===== config.mk =====
export PLATFORM = sky130hd
export DESIGN_NAME = fetch_unit
export DESIGN_NICKNAME = d
export VERILOG_FILES = /design/src/rtl/cpu_pkg.sv /design/src/rtl/fetch_pc_gen.sv /design/src/rtl/fetch_unit.sv
export SDC_FILE = /design/constraint.sdc
export NUM_CORES = 1
export LEC_CHECK = 0
export ABC_AREA = 0
export CORE_ASPECT_RATIO = 0.6
export CORE_UTILIZATION = 40
export CTS_BUF_LIST = sky130_fd_sc_hd__clkbuf_4
export CTS_CLUSTER_SIZE = 24
export DETAILED_ROUTE_END_ITERATION = 7
export GPL_ROUTABILITY_DRIVEN = 0
export PLACE_DENSITY = 0.86
export SYNTH_ARGS = -nofsm -noshare
export SYNTH_HDL_FRONTEND = slang
export SYNTH_SLANG_ARGS = --single-unit

===== constraint.sdc =====
create_clock -name clk -period 1.75 [get_ports clk]
set_input_delay 0.35 -clock clk [delete_from_list [all_inputs] [get_ports clk]]
set_output_delay 0.35 -clock clk [all_outputs]
set_load 0.005 [all_outputs]

===== src/rtl/cpu_pkg.sv =====
// Shared constants and fetch-state encoding for the 8-bit core.
package cpu_pkg;

    localparam int unsigned    CPU_ADDR_W      = 8;
    localparam int unsigned    CPU_INSTR_W     = 8;
    localparam int unsigned    CPU_IMEM_DEPTH  = 8;
    localparam logic [7:0]     CPU_RESET_PC    = 8'h00;
    localparam logic [7:0]     CPU_HALT_OPCODE = 8'hFF;

    typedef enum logic [1:0] {
        IDLE,
        RUN,
        HALTED
    } fetch_state_e;

endpackage


===== src/rtl/fetch_pc_gen.sv =====
// Next-PC selection for the fetch stage: sequential wrap, redirect and range check.
module fetch_pc_gen
    import cpu_pkg::*;
#(
    parameter int unsigned          ADDR_W     = CPU_ADDR_W,
    parameter int unsigned          IMEM_DEPTH = CPU_IMEM_DEPTH,
    parameter logic [ADDR_W-1:0]    RESET_PC   = CPU_RESET_PC
) (
    input  logic [ADDR_W-1:0] pc_q_i,
    input  logic              capture_i,
    input  logic              redirect_valid_i,
    input  logic [ADDR_W-1:0] redirect_pc_i,
    output logic [ADDR_W-1:0] pc_d_o,
    output logic              addr_err_o
);

    logic              out_of_range;
    logic              at_last;
    logic [ADDR_W-1:0] seq_pc;

    // Extra bit keeps the compare correct when IMEM_DEPTH fills the whole address space.
    assign out_of_range = ({1'b0, redirect_pc_i} >= (ADDR_W + 1)'(IMEM_DEPTH));
    assign at_last      = (pc_q_i == ADDR_W'(IMEM_DEPTH - 1));
    assign seq_pc       = at_last ? RESET_PC : pc_q_i + 1'b1;

    always_comb begin
        pc_d_o     = pc_q_i;
        addr_err_o = 1'b0;
        if (redirect_valid_i) begin
            if (out_of_range) begin
                pc_d_o     = RESET_PC;
                addr_err_o = 1'b1;
            end else begin
                pc_d_o = redirect_pc_i;
            end
        end else if (capture_i) begin
            pc_d_o = seq_pc;
        end
    end

endmodule


===== src/rtl/fetch_unit.sv =====
// Instruction-fetch stage: PC register, IF/ID register and fetch FSM.
// Optional halt-on-opcode support is enabled by defining FETCH_HALT_EN.
module fetch_unit
    import cpu_pkg::*;
#(
    parameter int unsigned          ADDR_W      = CPU_ADDR_W,
    parameter int unsigned          INSTR_W     = CPU_INSTR_W,
    parameter int unsigned          IMEM_DEPTH  = CPU_IMEM_DEPTH,
    parameter logic [ADDR_W-1:0]    RESET_PC    = CPU_RESET_PC
`ifdef FETCH_HALT_EN
    ,
    parameter logic [INSTR_W-1:0]   HALT_OPCODE = CPU_HALT_OPCODE
`endif
) (
    input  logic               clk,
    input  logic               rst_n,
    input  logic               fetch_en,
    output logic [ADDR_W-1:0]  inst_addr,
    input  logic [INSTR_W-1:0] instruction,
    output logic               if_valid,
    output logic [INSTR_W-1:0] if_instr,
    output logic [ADDR_W-1:0]  if_pc,
    input  logic               id_ready,
    input  logic               redirect_valid,
    input  logic [ADDR_W-1:0]  redirect_pc,
    output logic               addr_err,
    output logic               halted
);

    fetch_state_e       state_q;
    logic [ADDR_W-1:0]  pc_q;
    logic [ADDR_W-1:0]  pc_d;
    logic               if_valid_q;
    logic [INSTR_W-1:0] if_instr_q;
    logic [ADDR_W-1:0]  if_pc_q;
    logic               addr_err_q;
    logic               addr_err_d;
    logic               capture;

    assign capture = (state_q == RUN) && fetch_en && (!if_valid_q || id_ready);

    fetch_pc_gen #(
        .ADDR_W     (ADDR_W),
        .IMEM_DEPTH (IMEM_DEPTH),
        .RESET_PC   (RESET_PC)
    ) u_pc_gen (
        .pc_q_i           (pc_q),
        .capture_i        (capture),
        .redirect_valid_i (redirect_valid),
        .redirect_pc_i    (redirect_pc),
        .pc_d_o           (pc_d),
        .addr_err_o       (addr_err_d)
    );

`ifdef FETCH_HALT_EN
    logic halted_q;
`endif

    always_ff @(posedge clk or negedge rst_n) begin
        if (!rst_n) begin
            state_q    <= IDLE;
            pc_q       <= RESET_PC;
            if_valid_q <= 1'b0;
            if_instr_q <= '0;
            if_pc_q    <= '0;
            addr_err_q <= 1'b0;
`ifdef FETCH_HALT_EN
            halted_q   <= 1'b0;
`endif
        end else begin
            pc_q       <= pc_d;
            addr_err_q <= addr_err_d;
            if (redirect_valid) begin
                // Flush wins over any capture or halt decided this cycle.
                if_valid_q <= 1'b0;
                state_q    <= fetch_en ? RUN : IDLE;
`ifdef FETCH_HALT_EN
                halted_q   <= 1'b0;
`endif
            end else begin
                if (capture) begin
                    if_instr_q <= instruction;
                    if_pc_q    <= pc_q;
                    if_valid_q <= 1'b1;
                end else if (id_ready) begin
                    if_valid_q <= 1'b0;
                end

                case (state_q)
                    IDLE: begin
                        if (fetch_en) state_q <= RUN;
                    end
                    RUN: begin
                        if (!fetch_en && !if_valid_q) state_q <= IDLE;
`ifdef FETCH_HALT_EN
                        if (capture && (instruction == HALT_OPCODE)) begin
                            state_q  <= HALTED;
                            halted_q <= 1'b1;
                        end
`endif
                    end
`ifdef FETCH_HALT_EN
                    HALTED: begin
                        state_q <= HALTED;
                    end
`endif
                    default: begin
                        state_q <= IDLE;
                    end
                endcase
            end
        end
    end

    assign inst_addr = pc_q;
    assign if_valid  = if_valid_q;
    assign if_instr  = if_instr_q;
    assign if_pc     = if_pc_q;
    assign addr_err  = addr_err_q;
`ifdef FETCH_HALT_EN
    assign halted    = halted_q;
`else
    assign halted    = 1'b0;
`endif

endmodule


==> results.txt <==
Reg clk slew, reported paths -> 0.15 ns
PwrDens -> 697 mW/mm²
Hpwl dp -> 2210 µm
Vias in the first global route -> 958
Antenna Nets Post-Route -> 0
Placed Cells incl. Taps -> 196
Pins Over Slew Limit -> 0
Nature of the critical path endpoint -> register
Initial Util -> 0.426
Average size of a mapped cell -> 12.0 µm²
Setup TNS Final -> 0 ns
Final non-filler cell total -> 203
Synth Flop Type -> dfrtp_1
WP data arrival -> 1.94 ns
Worst path slowest cell -> or4_1
DR vias -> 1071
CP Class -> reg2reg
Post-route DRC -> 0
Area of the mapped netlist -> 0.00124 mm²
Drt total wl -> 3060 µm
Overall die width -> 73.8 µm
CTS HTree Levels -> 1
Die height -> 45.1 µm
First-pass GRT wire length -> 4760 µm
TritonRoute pass-1 iters -> 6
Final setup fails -> 0
# IOs -> 48
Fmax -> 0.579 GHz
Share of layout cells above drive strength 1 -> 0.242
Cells after Synth -> 103
Total die area -> 0.00333 mm²
Post-route setup slack -> 0.0229 ns
Critical Path, Cell by Cell -> or4_1 > or3_4 > a32oi_1 > a21oi_1
Share of the synthesized area in the top cell type -> 0.545
Clock Tree Root -> clkbuf_4
Status -> complete, no violations
Port Buf Inserts -> 46
Synth area leaders -> dfrtp_1 55%, mux2_2 15%, a31oi_1 2.5%
GR Util All Layers -> 0.197
Worst-Skew Late Latency -> 0.33 ns
Worst slack at placement -> -0.0869 ns
Antenna diodes -> 0
Ys Warns -> 0
Syn_nets -> 125
CTS tree -> built
Critical Path Source Type -> register
Worst min path class -> in2async
FP Rows -> 15
Final hold vios -> 0
Violation count after the first detailed-route iteration -> 133
Slowest stage delay, CP -> 0.54 ns
# clock sinks -> 27
Sequential area share after synthesis -> 0.545
CTS Buf Count -> 3
Synth area leader -> dfrtp_1
Count leader, synth -> dfrtp_1
Final critical-path required period -> 1.73 ns
Distinct cells, synth -> 31
P&R area growth vs syn -> 51.5%
Post-synth EDFFs -> 0
Worst-path maximum fanout -> 7
Vias per inst -> 5.28
GRT Residual Overflow -> 0
FF+latch count, synth -> 27
Top cells by count, synth -> 27 x dfrtp_1, 16 x mux2_2, 6 x nand2_1, 6 x nand3_1, 5 x a31oi_1
Req. time, crit path -> 1.96 ns
Initial antenna violation count -> 0
Clock Skew -> 0.0104 ns
Clock Path Buffers -> 2
Peak supply drop -> 0.000501 V
Largest net degree at the start of global routing -> 28
R2R Setup Slk -> 0.02 ns
P_leak -> 0.823 nW
Final worst-path cycle share -> 0.987
Nets -> 184
Routed len/inst -> 15.1 µm
Worst R2R Path Depth -> 4
Core Box Area -> 0.00291 mm²
Post-synth ARST share -> 1.00
RSZ-0062 raised after global routing -> true
Max Cap Violations -> 0
-- layout by cell type, fill, tap and decap left out, types with 2 or more instances in the layout --
cell              n
a21oi_1           3
a41oi_1           2
or4_1             2
nand3_1           6
nand2_1           6
buf_4            13
clkdlybuf4s50_1  43
and3_1            2
dfrtp_1          26
a31oi_1           5
mux2_2           16
nor2_1            4
o21bai_1          2
clkbuf_4          3
o21ai_0           2
nand4_1           2
o211ai_1          2
dlymetal6s2s_1    2
nor2b_1           2
-- power by group --
part / leakage (nW) / switching [mW] / internal (mW)
Sequential: 0.348 / 0.0359 / 0.684
Combinational: 0.457 / 0.104 / 0.213
Clock: 0.0177 / 0.186 / 0.0860
-- state kept, by name (all words and copies together), names as in the netlist --
signal / count
if_instr: 8
state_q: 1
inst_addr: 8
if_valid: 1
addr_err: 1
if_pc: 8
-- worst max-delay path, delay by kind of cell, from the launching register on --
family / cells / cell delay, ns
DFF: 1 / 0.43
and+or+nand+nor: 2 / 0.94
AOI/OAI and AO/OA: 2 / 0.25
-- per-layer routing --
| metal | vias up | routed length [µm] | GRT usage |
|---|---|---|---|
| li1 | 493 | - | - |
| met1 | 514 | 1400 | 0.289 |
| met2 | 64 | 1420 | 0.279 |
| met3 | 0 | 241 | 0.0603 |
| met4 | 0 | 0 | 0.0654 |
| met5 | - | 0 | 0 |
-- timing repair --
action,in CTS,in global routing
resized for setup,4,2
pin swaps,1,0
hold endpoints to repair,0,0
setup endpoints to repair,9,6
hold buffers,0,0
cloned,0,0
buffers inserted,0,3
-- cell families (layout without fill, tap and decap cells) --
family                     count (synthesis)  count (layout)  synth area share
DFF                                       27              27             0.545
buffers and inverters                      8              66            0.0414
other                                      1               1           0.00303
AOI/OAI and AO/OA                         19              19             0.113
and+or+nand+nor                           29              29             0.126
adders and majority gates                  1               1            0.0101
muxes                                     17              17             0.154
xor gates and xnor gates                   1               1           0.00707
-- final timing paths --
kind / to / start
hold / removal: if_instr[6] / rst_n
min in group clk: if_instr[0] / if_instr[0]
hold reg to reg: if_instr[0] / if_instr[0]
max in group asynchronous: inst_addr[2] / rst_n
setup / recovery: inst_addr[0] / inst_addr[6]
setup reg to reg: inst_addr[0] / inst_addr[6]
-- area by class of cell --
type,instances,area (µm²)
well taps,42,52.6
clock buffers,3,22.5
flip-flops and latches,27,677
clock inverters,1,5.00
repair buffers,61,593
multi-input cells,68,523
inverters,1,3.75
fillers,212,1030
-- metrics by stage --
step           power, mW  instance area [µm²]  hold WS, ns   util
4_1_cts             1.32                 1850        0.365  0.636
3_5_place_dp        1.04                 1810        0.495  0.623
5_1_grt             1.38                 1880        0.386  0.645
6_report            1.31                 1880        0.361  0.645
2_1_floorplan      0.829                 1240       0.0544      -
3_3_place_gp        1.03                 1810        0.490  0.623
(Power assumes the default switching activity.)
